`src/rtl/shape_phase_sched.sv`:
```
// shape_phase_sched
//   Time-multiplexing scheduler for the shared squarer/hit-test datapath of
//   the VGA shape renderer. It steps a phase index through NUM_PHASES operand
//   sets per pixel and ORs each phase's hit vector into an accumulator. Once
//   per pixel it emits the merged hit vector, registered, with a one-cycle
//   valid strobe.
//
// Ports
//   clk        : system clock
//   reset      : asynchronous reset, active high
//   en         : advance enable; when low, all state holds
//   line_start : resynchronise to phase 0, drop the partial pixel, clear pix_cnt
//   display_on : active-video qualifier, sampled only on the emit edge
//   hit_in     : datapath hit bits for the phase held during this cycle
//   phase      : operand-set select to the squarer input muxes (registered)
//   hit_vec    : merged hits of the last completed pixel (registered, held)
//   hit_any    : OR-reduction of hit_vec (registered, held)
//   out_valid  : one-cycle strobe marking a new hit_vec / hit_any
//   pix_cnt    : pixels emitted since the last line_start, saturating
module shape_phase_sched #(
    parameter int NUM_PHASES = 2,
    parameter int HIT_W      = 21,
    parameter int CNT_W      = 10
) (
    input  logic                          clk,
    input  logic                          reset,
    input  logic                          en,
    input  logic                          line_start,
    input  logic                          display_on,
    input  logic [HIT_W-1:0]              hit_in,
    output logic [$clog2(NUM_PHASES)-1:0] phase,
    output logic [HIT_W-1:0]              hit_vec,
    output logic                          hit_any,
    output logic                          out_valid,
    output logic [CNT_W-1:0]              pix_cnt
);

    localparam int              PH_W    = $clog2(NUM_PHASES);
    localparam logic [PH_W-1:0] LAST_PH = PH_W'(NUM_PHASES - 1);

    logic [HIT_W-1:0] acc;
    logic [HIT_W-1:0] merged;
    logic             last_ph;

    assign last_ph = (phase == LAST_PH);
    assign merged  = acc | hit_in;

    always_ff @(posedge clk or posedge reset) begin
        if (reset) begin
            phase     <= '0;
            acc       <= '0;
            hit_vec   <= '0;
            hit_any   <= 1'b0;
            out_valid <= 1'b0;
            pix_cnt   <= '0;
        end else if (line_start) begin
            // Partial pixel is dropped; hit_vec/hit_any keep the last emit.
            phase     <= '0;
            acc       <= '0;
            out_valid <= 1'b0;
            pix_cnt   <= '0;
        end else if (en) begin
            if (last_ph) begin
                // Blanked pixels still strobe so the counter and colour stage
                // stay in step, but they carry no hits.
                hit_vec   <= display_on ? merged : '0;
                hit_any   <= display_on & (|merged);
                out_valid <= 1'b1;
                phase     <= '0;
                acc       <= '0;
                if (pix_cnt != {CNT_W{1'b1}})
                    pix_cnt <= pix_cnt + CNT_W'(1);
            end else begin
                // Phase 0 starts a fresh pixel, independent of what acc holds.
                acc       <= ((phase == '0) ? '0 : acc) | hit_in;
                phase     <= phase + PH_W'(1);
                out_valid <= 1'b0;
            end
        end else begin
            out_valid <= 1'b0;
        end
    end

endmodule

```
`config.mk`:
```
export PLATFORM = sky130hd
export DESIGN_NAME = shape_phase_sched
export DESIGN_NICKNAME = d
export VERILOG_FILES = /design/src/rtl/shape_phase_sched.sv
export SDC_FILE = /design/constraint.sdc
export NUM_CORES = 1
export LEC_CHECK = 0
export BUFFER_PORTS_ARGS = -buffer_cell sky130_fd_sc_hd__clkbuf_2
export CAP_MARGIN = 20
export CORE_MARGIN = 8
export CORE_UTILIZATION = 45
export DETAILED_ROUTE_END_ITERATION = 12
export HOLD_SLACK_MARGIN = 0.03
export PLACE_DENSITY = 0.7
export SYNTH_ARGS = -nofsm -noshare
export SYNTH_HDL_FRONTEND = slang
export SYNTH_SLANG_ARGS = --single-unit
export TNS_END_PERCENT = 5
```
`constraint.sdc`:
```
create_clock -name clk -period 2.2 [get_ports clk]
set_clock_uncertainty 0.1 [all_clocks]
set_input_delay 0.22 -clock clk [delete_from_list [all_inputs] [get_ports clk]]
set_output_delay 0.22 -clock clk [all_outputs]
set_load 0.02 [all_outputs]
```
==> key figures, run 1 <==
Status
  • Status: finished, final reports clean

Timing
  • Setup TNS Final: 0 ns
  • Ratio of final minimum period to clock period: 78.9%
  • RSZ-0062 raised after global routing: false
  • Max_slew headroom: 67.6%
  • Final Max Tran Viols: 0
  • FMAX: 0.576 GHz
  • Worst setup margin: 0.463 ns
  • Worst Tran Pin Value: slightly below 0.5 ns
  • Setup-failing EPs final: 0
  • Tmin final: 1.74 ns
  • Fin. Hold Viols: 0

Pwr
  • Peak supply drop: 0.398 mV
  • Clock power frac: about a quarter
  • Comb power frac: 20.1%
  • Design Power: 2.20 mW
  • Switch share: 31.3%
  • Pwr/cell area: 777 nW/um^2
  • Pleak: ~1.4 nW
  • Sw Pwr: approximately 690 uW
  • Seq pwr share: 54.5%
  • P_int: 1.51 mW

Critical path
  • Crit. End Element: flip-flop
  • Req. time, crit path: 2.33 ns
  • CP Buf/Inv Count: 0
  • Delay-heaviest family, CP: simple AND/OR/NAND/NOR gates
  • Max incr delay on CP: roughly 0.5 ns
  • CP startpoint kind: flip-flop
  • Crit-path max FO: 5
  • Kind of critical path: reg -> reg
  • Slowest-stage cell, CP: or4_1
  • Worst path arrival time: approximately 1.9 ns
  • CP cell instances: ha_1 > nand2_1 > nor3_1 > or4_1 > a21oi_1

Placed design
  • Final estimated routing congestion in global placement: 0.870
  • Dpl ws: 0.511 ns
  • I/O Buffers: 59
  • Dpl hpwl: between 3 and 4 mm
  • # placed instances: 342

Die
  • Die H: between 80 and 90 um
  • Initial Utilization: 46.2%
  • Die X: 88.2 um
  • Top Ports: 60
  • Die footprint: 7770 um^2
  • Core Box Area: approximately 5100 um^2
  • # rows: 26

Clock tree
  • Setup bufs post-CTS: 0
  • CTS tree: built
  • Worst-path clk slew: 0.11 ns
  • CTS root buffer: clkbuf_8
  • Sink Count: 55
  • CTS resizes: 0
  • CTS Buf Count: 5
  • Clock Path Buffers: 2
  • Clock latency on the worst-skew pair: a little over 0.3 ns
  • Number of H-tree levels: 2

Global routing
  • Met2 Use GR: 22.3%
  • GR Util met1: 20.1%
  • GRT Util Overall: 14.8%
  • First-pass GRT wire length: between 9 and 10 mm
  • Antenna violations before repair: 0
  • Vias in the first global route: 1,834
  • GRT busiest layer: met2
  • Pin count of the biggest net entering global routing: 45
  • Grt met3 use: 3.85%
  • Congestion Overflow GR: 0

Yosys
  • Post-synth top area share: 58.7%
  • Asr flop ratio synth: 100%
  • Commonest cells in the synthesized netlist: dfrtp_1 (55), o21ai_0 (44), nand2_1 (25)
  • Syn Inst Count: ~220
  • Ys flop type: dfrtp_1
  • Synth warnings: 0
  • Yosys cell types: 30
  • Share of the yosys chip area belonging to registers: 58.7%
  • Synth area leaders: dfrtp_1 (59%), o21ai_0 (9.4%), a22o_1 (7.8%), nand2_1 (4.0%), nor4_1 (2.7%)
  • Net count after synthesis: 248
  • Cell type with the largest total area after synthesis: dfrtp_1
  • Most common cell in the netlist: dfrtp_1
  • Post-synth EDFFs: 0
  • Syn_area_per_cell: ~11 um^2
  • Register bit total from synthesis: 55
  • Netlist Area Pre-Place: between 2000 and 2500 um^2

Drt
  • Total Routed Length: 5.40 mm
  • Iter 0 DRT Violations: approximately 150
  • Vias per cell: 5.31
  • Drt wl/cell: 15.4 um
  • First drt pass iteration count: 4
  • Antenna-violating nets left: 0
  • Routed via count: 1,864
  • # DRC: 0

Layout
  • Antenna diodes: 0
  • Fillcell total: around 460
  • Fin cells: 351
  • Share of cells above drive strength 1: about 27%
  • Area grow syn2layout: 21.0%
  • Nets: 307

Hold path
  • Hold Path Class: in -> reg

Job
  • Max cap viols: 0
==> per-stage QoR <==
step,utilization [%],hold WS (ns),area [um^2]
3_3_place_gp,53.9,0.0642,2740
6_report,55.9,0.0443,2840
5_1_grt,55.9,0.0445,2840
2_1_floorplan,-,0.186,2340
3_5_place_dp,53.9,0.0694,2740
4_1_cts,55.9,0.0422,2840
==> power groups by stage <==
stage | Sequential [mW] | Clock (mW) | Combinational, mW
final | 1.20 | 0.561 | 0.442
after detailed placement | 1.22 | 0 | 0.452
after global routing | 1.22 | 0.619 | 0.489
after floorplan | 1.33 | 0 | 0.148
after global placement | 1.22 | 0 | 0.445
after CTS | 1.20 | 0.580 | 0.453
==> logic make-up after synthesis <==
group           count (synthesis)  synth area share [%]
simple gates                   66                  15.3
flops                          55                  58.7
fa+ha+maj                       1                 0.534
compound gates                 80                  21.2
buf+inv                        15                  2.62
mux                             2                 0.854
xor+xnor                        2                 0.748
==> final timing paths <==
check                                             from                endpoint  slack, ns  cells past startpoint
max in group asynchronous                        reset       phase$_DFFE_PP0P_       1.21                      4
worst max-delay path            pix_cnt[1]$_DFFE_PP0P_  pix_cnt[7]$_DFFE_PP0P_       0.46                      5
worst min-delay path                        hit_in[10]     acc[10]$_DFFE_PP0P_       0.04                      2
worst min register to register  hit_vec[1]$_DFFE_PP0P_  hit_vec[1]$_DFFE_PP0P_       0.39                      2
min in group asynchronous                        reset  pix_cnt[0]$_DFFE_PP0P_       0.28                      3
worst max register to register  pix_cnt[1]$_DFFE_PP0P_  pix_cnt[7]$_DFFE_PP0P_       0.46                      5
==> final cells by class <==
type	count	area, um^2	share of cell area [%]
Clock buffer	6	72.6	2.56
Clock inverter	2	16.3	0.574
Inverter	3	11.3	0.397
Multi-Input combinational cell	151	911	32.1
Sequential cell	55	1380	48.5
Tap cell	70	87.6	3.09
Timing Repair Buffer	64	360	12.7
==> per-layer routing <==
metal / vias up / wire length (um) / part of all wire, %
met5: - / 0 / 0
met4: 0 / 70 / 1.3
met3: 5 / 272 / 5.0
met2: 40 / 2490 / 46
met1: 885 / 2570 / 47
li1: 934 / - / -
==> timing repair <==
action | in CTS | in global routing
setup endpoints to repair | 0 | 0
hold buffers | 1 | 0
hold endpoints to repair | 11 | 0
==> layout by cell type, fill, tap and decap left out, types with 2 or more instances in the layout <==
master    instances
a211oi_1          2
a21oi_1           9
a22o_1           21
and4_1            3
buf_12            2
buf_4             2
clkbuf_2         59
clkbuf_8          5
dfrtp_1          55
inv_1             2
mux2i_1           2
nand2_1          25
nand4_1           6
nor2_1            8
nor3_1            3
nor4_1           10
o21ai_0          44
o31ai_1           2
or3_1             2
xnor2_1           2
==> flip-flops by register name (all words and copies together), names as in the netlist <==
name and flops:
pix_cnt 10, out_valid 1, hit_vec 21, phase 1, acc 21, hit_any 1
Note: power is estimated with default switching activity, not from simulation.
==> run 2: changes to the inputs <==
Clock period 2.2 ns to 1.7 ns, I/O delays scaled along.
==> run 2 against run 1 <==
Die area unchanged. Final cell count up 8.0%. Critical path depth unchanged. Design area up 8.8%. Hold slack worse by 0.0092 ns. Register-to-register slack worse by 0.37 ns. Largest power group unchanged. Highest routed layer unchanged.
==> key figures, run 2 (same netlist as run 1, synthesis figures left out) <==
Die
  • Initial Utilization: 46.2%
  • Top Ports: 60
  • # rows: 26
  • Die footprint: around 7800 um^2
  • Die H: 88.2 um
  • Core Box Area: 5070 um^2
  • Die X: a little under 90 um

Clock tree
  • CTS Buf Count: 5
  • Clock latency on the worst-skew pair: 0.30 ns
  • Clock Path Buffers: 2
  • CTS tree: built
  • Worst-path clk slew: 0.09 ns
  • CTS root buffer: clkbuf_8
  • Number of H-tree levels: 2
  • Sink Count: 55

Critical path
  • Crit-path max FO: 6
  • Worst path arrival time: between 1.5 and 2 ns
  • CP Buf/Inv Count: 1
  • Max incr delay on CP: 0.45 ns
  • Delay-heaviest family, CP: simple AND/OR/NAND/NOR gates
  • Slowest-stage cell, CP: or4_1
  • Crit. End Element: flip-flop
  • Kind of critical path: reg -> reg
  • CP startpoint kind: flip-flop
  • Req. time, crit path: 1.84 ns
  • CP cell instances: buf_4 > and3_4 > nand4_4 > or4_1 > a21oi_2

Global routing
  • First-pass GRT wire length: 9.66 mm
  • Antenna violations before repair: 0
  • Pin count of the biggest net entering global routing: 56
  • Vias in the first global route: 2,060
  • GRT Util Overall: 15.8%
  • Congestion Overflow GR: 0

Placed design
  • I/O Buffers: between 50 and 60
  • Final estimated routing congestion in global placement: 0.827
  • Dpl hpwl: 3.99 mm
  • # placed instances: 352

Layout
  • Antenna diodes: 0
  • Nets: 335
  • Most frequent cells in the layout: clkbuf_2 (59), dfrtp_1 (55), o21ai_0 (44)
  • Fillcell total: 438
  • Area grow syn2layout: 31.7%
  • Share of cells above drive strength 1: 28.5%
  • Fin cells: 379
  • Largest regs: acc x21, hit_vec x21, pix_cnt x10
  • Most common library cell in the layout ignoring fill and taps: clkbuf_2

Hold path
  • Hold Path Class: in -> reg

Drt
  • First drt pass iteration count: 4
  • Drt wl/cell: around 15 um
  • Iter 0 DRT Violations: 89
  • Antenna-violating nets left: 0
  • Total Routed Length: roughly 5.8 mm
  • DR top layer: met4
  • Routed wl met2: 2.82 mm
  • M1 wire length: about 2.5 mm
  • Routed via count: 2,023
  • # DRC: 0
  • Vias per cell: 5.34
  • Met3 WL: 265 um

Timing
  • Tmin final: about 1.6 ns
  • Max_slew headroom: 70.0%
  • Setup TNS Final: 0 ns
  • Final Max Tran Viols: 0
  • Setup-failing EPs final: 0
  • Fin. Hold Viols: 0
  • Ratio of final minimum period to clock period: between 90% and 100%
  • FMAX: 0.622 GHz
  • Worst Tran Pin Value: 0.447 ns
  • RSZ-0062 raised after global routing: false

Pwr
  • Pwr/cell area: 937 nW/um^2
  • Peak supply drop: 0.553 mV
  • Pleak: between 1 and 1.5 nW

Status
  • Status: finished, final reports clean

Job
  • Max cap viols: 0
==> run 2: layer usage <==
metal,GRT usage [%],vias up
li1,-,994
met1,20.0,966
met2,25.7,50
met3,3.10,13
met4,6.45,0
met5,0,-
==> run 2: power by group <==
part / switching, mW / internal, mW
clock: 0.421 / 0.297
combinational: 0.389 / 0.236
sequential: 0.0889 / 1.46
==> run 2: layout make-up <==
| cell class | instances | area [um^2] | area share, % |
|---|---|---|---|
| sequential | 55 | 1380 | 44.6 |
| multi-input combinational | 151 | 917 | 29.7 |
| timing repair buffer | 92 | 603 | 19.5 |
| tap | 70 | 87.6 | 2.84 |
| clock buffer | 6 | 72.6 | 2.35 |
| clock inverter | 2 | 17.5 | 0.568 |
| inverter | 3 | 11.3 | 0.365 |
==> run 2: worst paths after layout <==
path | startpoint | to | slack [ns] | cells after the start
max reg2reg | pix_cnt[0]$_DFFE_PP0P_ | pix_cnt[7]$_DFFE_PP0P_ | 0.09 | 5
max in group asynchronous | reset | phase$_DFFE_PP0P_ | 0.92 | 4
min in group asynchronous | reset | acc[2]$_DFFE_PP0P_ | 0.33 | 4
min | hit_in[14] | acc[14]$_DFFE_PP0P_ | 0.04 | 2
min reg2reg | hit_vec[1]$_DFFE_PP0P_ | hit_vec[1]$_DFFE_PP0P_ | 0.39 | 2
max | pix_cnt[0]$_DFFE_PP0P_ | pix_cnt[7]$_DFFE_PP0P_ | 0.09 | 5
==> run 2: stage by stage <==
step	setup WS, ns	area, um^2	hold slack [ns]	power, mW	util (%)
after floorplan	0.0372	2340	0.136	1.91	-
after global placement	0.160	2800	0.128	2.16	55.2
after detailed placement	0.133	2800	0.131	2.17	55.2
after CTS	0.0944	3080	0.0303	2.93	60.7
after global routing	0.0278	3090	0.0423	3.05	60.8
final	0.0927	3090	0.0351	2.89	60.8
==> run 2: repair_timing <==
action	CTS	global route
endpoints found under the setup margin	0	1
gates resized for setup	0	2
endpoints found under the hold margin	73	0
setup buffers	0	0
hold buffers	19	0
==> run 3: changes to the inputs <==
Settings changed: GPL_TIMING_DRIVEN from default to 0.
==> run 3 against run 2 <==
Via count increased by 0.79%. Die area unchanged. Largest cell class unchanged. Non-clock buffer count increased by 2. Final cell count increased by 0.53%. Core utilization decreased by 0.39 points. Fmax decreased by 1.6%. Power decreased by 0.79%. Critical path type unchanged. First-iteration DRC count decreased by 7.9%. Hold slack improved by 0.015 ns. Critical path depth unchanged. Design area decreased by 0.65%. Clock power decreased by 3.8%.
==> key figures, run 3 (same netlist as run 1, synthesis figures left out) <==
Critical path
  • Worst path arrival time: ~1.7 ns
  • Req. time, crit path: 1.79 ns
  • CP startpoint kind: flip-flop
  • Max incr delay on CP: 0.43 ns
  • Setup slack of the most critical reg-to-reg path: about 0.066 ns
  • Crit Reg-Reg Startpoint: pix_cnt[1]$_DFFE_PP0P_
  • Critical path depth: 5
  • Crit-path max FO: 5
  • Reg2reg path depth: 5
  • Slowest-stage cell, CP: dfrtp_2
  • CP cell instances: ha_2 > nand4_1 > nor2_2 > a21oi_1 > a311oi_1
  • CP Buf/Inv Count: 0
  • Reg2reg end: pix_cnt[8]$_DFFE_PP0P_
  • Kind of critical path: reg -> reg
  • Delay-heaviest family, CP: flip-flops
  • Crit. End Element: flip-flop

Die
  • Initial Utilization: 46.2%
  • Top Ports: 60
  • Die footprint: between 7000 and 8000 um^2
  • Core Box Area: ~5100 um^2
  • Die X: 88.2 um
  • # rows: 26
  • Die H: between 80 and 90 um

Layout
  • Area grow syn2layout: 30.8%
  • Antenna diodes: 0
  • Most common library cell in the layout ignoring fill and taps: clkbuf_2
  • Fin cells: between 300 and 400
  • Share of cells above drive strength 1: 26.7%
  • Nets: roughly 340
  • Fillcell total: 464
  • Most frequent cells in the layout: clkbuf_2 (61), dfrtp_1 (53), o21ai_0 (44)
  • Largest regs: acc x21, hit_vec x21, pix_cnt x10

Pwr
  • Switch share: 30.9%
  • Pwr/cell area: between 900 and 1000 nW/um^2
  • Seq pwr share: about 54%
  • Pleak: approximately 1.5 nW
  • Comb power frac: 21.6%
  • P_int: 1.98 mW
  • Peak supply drop: 0.463 mV
  • Sw Pwr: 885 uW
  • Clock power frac: 24.1%

Clock tree
  • Clock latency on the worst-skew pair: 0.31 ns
  • Clock Path Buffers: 2
  • CTS Buf Count: 5
  • CTS root buffer: clkbuf_8
  • Sink Count: 55
  • Worst-path clk slew: 0.09 ns
  • CTS tree: built
  • Setup bufs post-CTS: 0
  • Number of H-tree levels: 2

Timing
  • RSZ-0062 raised after global routing: true
  • Fin. Hold Viols: 0
  • Tmin final: around 1.6 ns
  • Setup TNS Final: 0 ns
  • FMAX: 0.612 GHz
  • Final Max Tran Viols: 0
  • Max_slew headroom: 64.9%
  • Worst Tran Pin Value: 0.526 ns
  • Setup-failing EPs final: 0
  • Ratio of final minimum period to clock period: 96.1%

Status
  • Status: finished, final reports clean

Drt
  • Antenna-violating nets left: 0
  • Drt wl/cell: 15.7 um
  • Routed via count: 2,039
  • Iter 0 DRT Violations: 82
  • Vias per cell: 5.35
  • # DRC: 0
  • First drt pass iteration count: 4
  • Total Routed Length: 5.99 mm

Global routing
  • Pin count of the biggest net entering global routing: 33
  • Antenna violations before repair: 0
  • GRT Util Overall: roughly 17%
  • First-pass GRT wire length: 10.4 mm
  • Vias in the first global route: 2,132
  • Congestion Overflow GR: 0

Placed design
  • Dpl hpwl: 4.26 mm
  • I/O Buffers: 59
  • # placed instances: 351
  • Final estimated routing congestion in global placement: roughly 0.80

Hold path
  • Hold Path Class: in -> reg
  • Hold Startpoint: display_on
  • Min-Delay Path Depth: 3
  • Hold EP: hit_vec[4]$_DFFE_PP0P_

Job
  • Max cap viols: 0
[run 3: cell count changes in the layout (fill, tap and decap cells not counted), sizes merged]
cell,before,now
buf,14,5
clkbuf,65,74
clkinv,2,1
dlygate4sd3,19,22
[run 3: worst max path at each step]
stage                              end                   start
3_5_place_dp    pix_cnt[8]$_DFFE_PP0P_  pix_cnt[1]$_DFFE_PP0P_
3_3_place_gp   hit_vec[10]$_DFFE_PP0P_                   reset
5_1_grt        hit_vec[18]$_DFFE_PP0P_       phase$_DFFE_PP0P_
4_1_cts        hit_vec[13]$_DFFE_PP0P_       phase$_DFFE_PP0P_
2_1_floorplan   pix_cnt[7]$_DFFE_PP0P_  pix_cnt[1]$_DFFE_PP0P_
6_report        pix_cnt[8]$_DFFE_PP0P_  pix_cnt[1]$_DFFE_PP0P_
[run 3: worst register-to-register path: stages, from the launching register on]
cell and delay, ns:
dfrtp_2 0.43, ha_2 0.23, nand4_1 0.16, nor2_2 0.21
a21oi_1 0.10, a311oi_1 0.29
[run 3: stage by stage]
step	worst slack [ns]	total power [mW]	utilization, %	hold slack [ns]	cell area [um^2]
after global routing	-0.0763	3.04	60.4	0.0414	3070
after CTS	0.0159	2.91	60.2	0.0366	3050
after detailed placement	-0.0301	2.17	54.1	0.124	2750
after global placement	-0.605	2.15	53.7	0.324	2730
after floorplan	0.0372	1.91	-	0.136	2340
final	0.0660	2.87	60.4	0.0498	3070
[run 3: power groups by stage]
stage / combinational (mW) / sequential (mW) / clock (mW)
6_report: 0.620 / 1.56 / 0.691
5_1_grt: 0.694 / 1.58 / 0.766
4_1_cts: 0.632 / 1.55 / 0.721
3_5_place_dp: 0.588 / 1.58 / 0
3_3_place_gp: 0.575 / 1.58 / 0
2_1_floorplan: 0.192 / 1.72 / 0
[run 3: final cells by class]
cell class | count | area [um^2] | area share (%)
clock buffers | 7 | 76.3 | 2.49
well taps | 70 | 87.6 | 2.86
flip-flops and latches | 55 | 1380 | 45.0
clock inverters | 1 | 5.00 | 0.163
repair buffers | 82 | 536 | 17.5
multi-input cells | 151 | 918 | 30.0
plain buffers | 12 | 52.6 | 1.71
inverters | 3 | 11.3 | 0.367
[run 3: repair_timing]
item / in CTS / in global routing
hold endpoints to repair: 44 / 0
hold buffers: 22 / 0
gates resized for setup: 3 / 7
endpoints found under the setup margin: 2 / 26
[run 3: routing by layer]
metal	wire length, um	share of wire [%]	track usage (%)	vias to the layer above
met5	0	0	0	-
met4	89	1.5	6.30	0
met3	286	4.8	4.60	6
met2	2850	47	26.6	38
met1	2770	46	22.2	999
li1	-	-	-	996
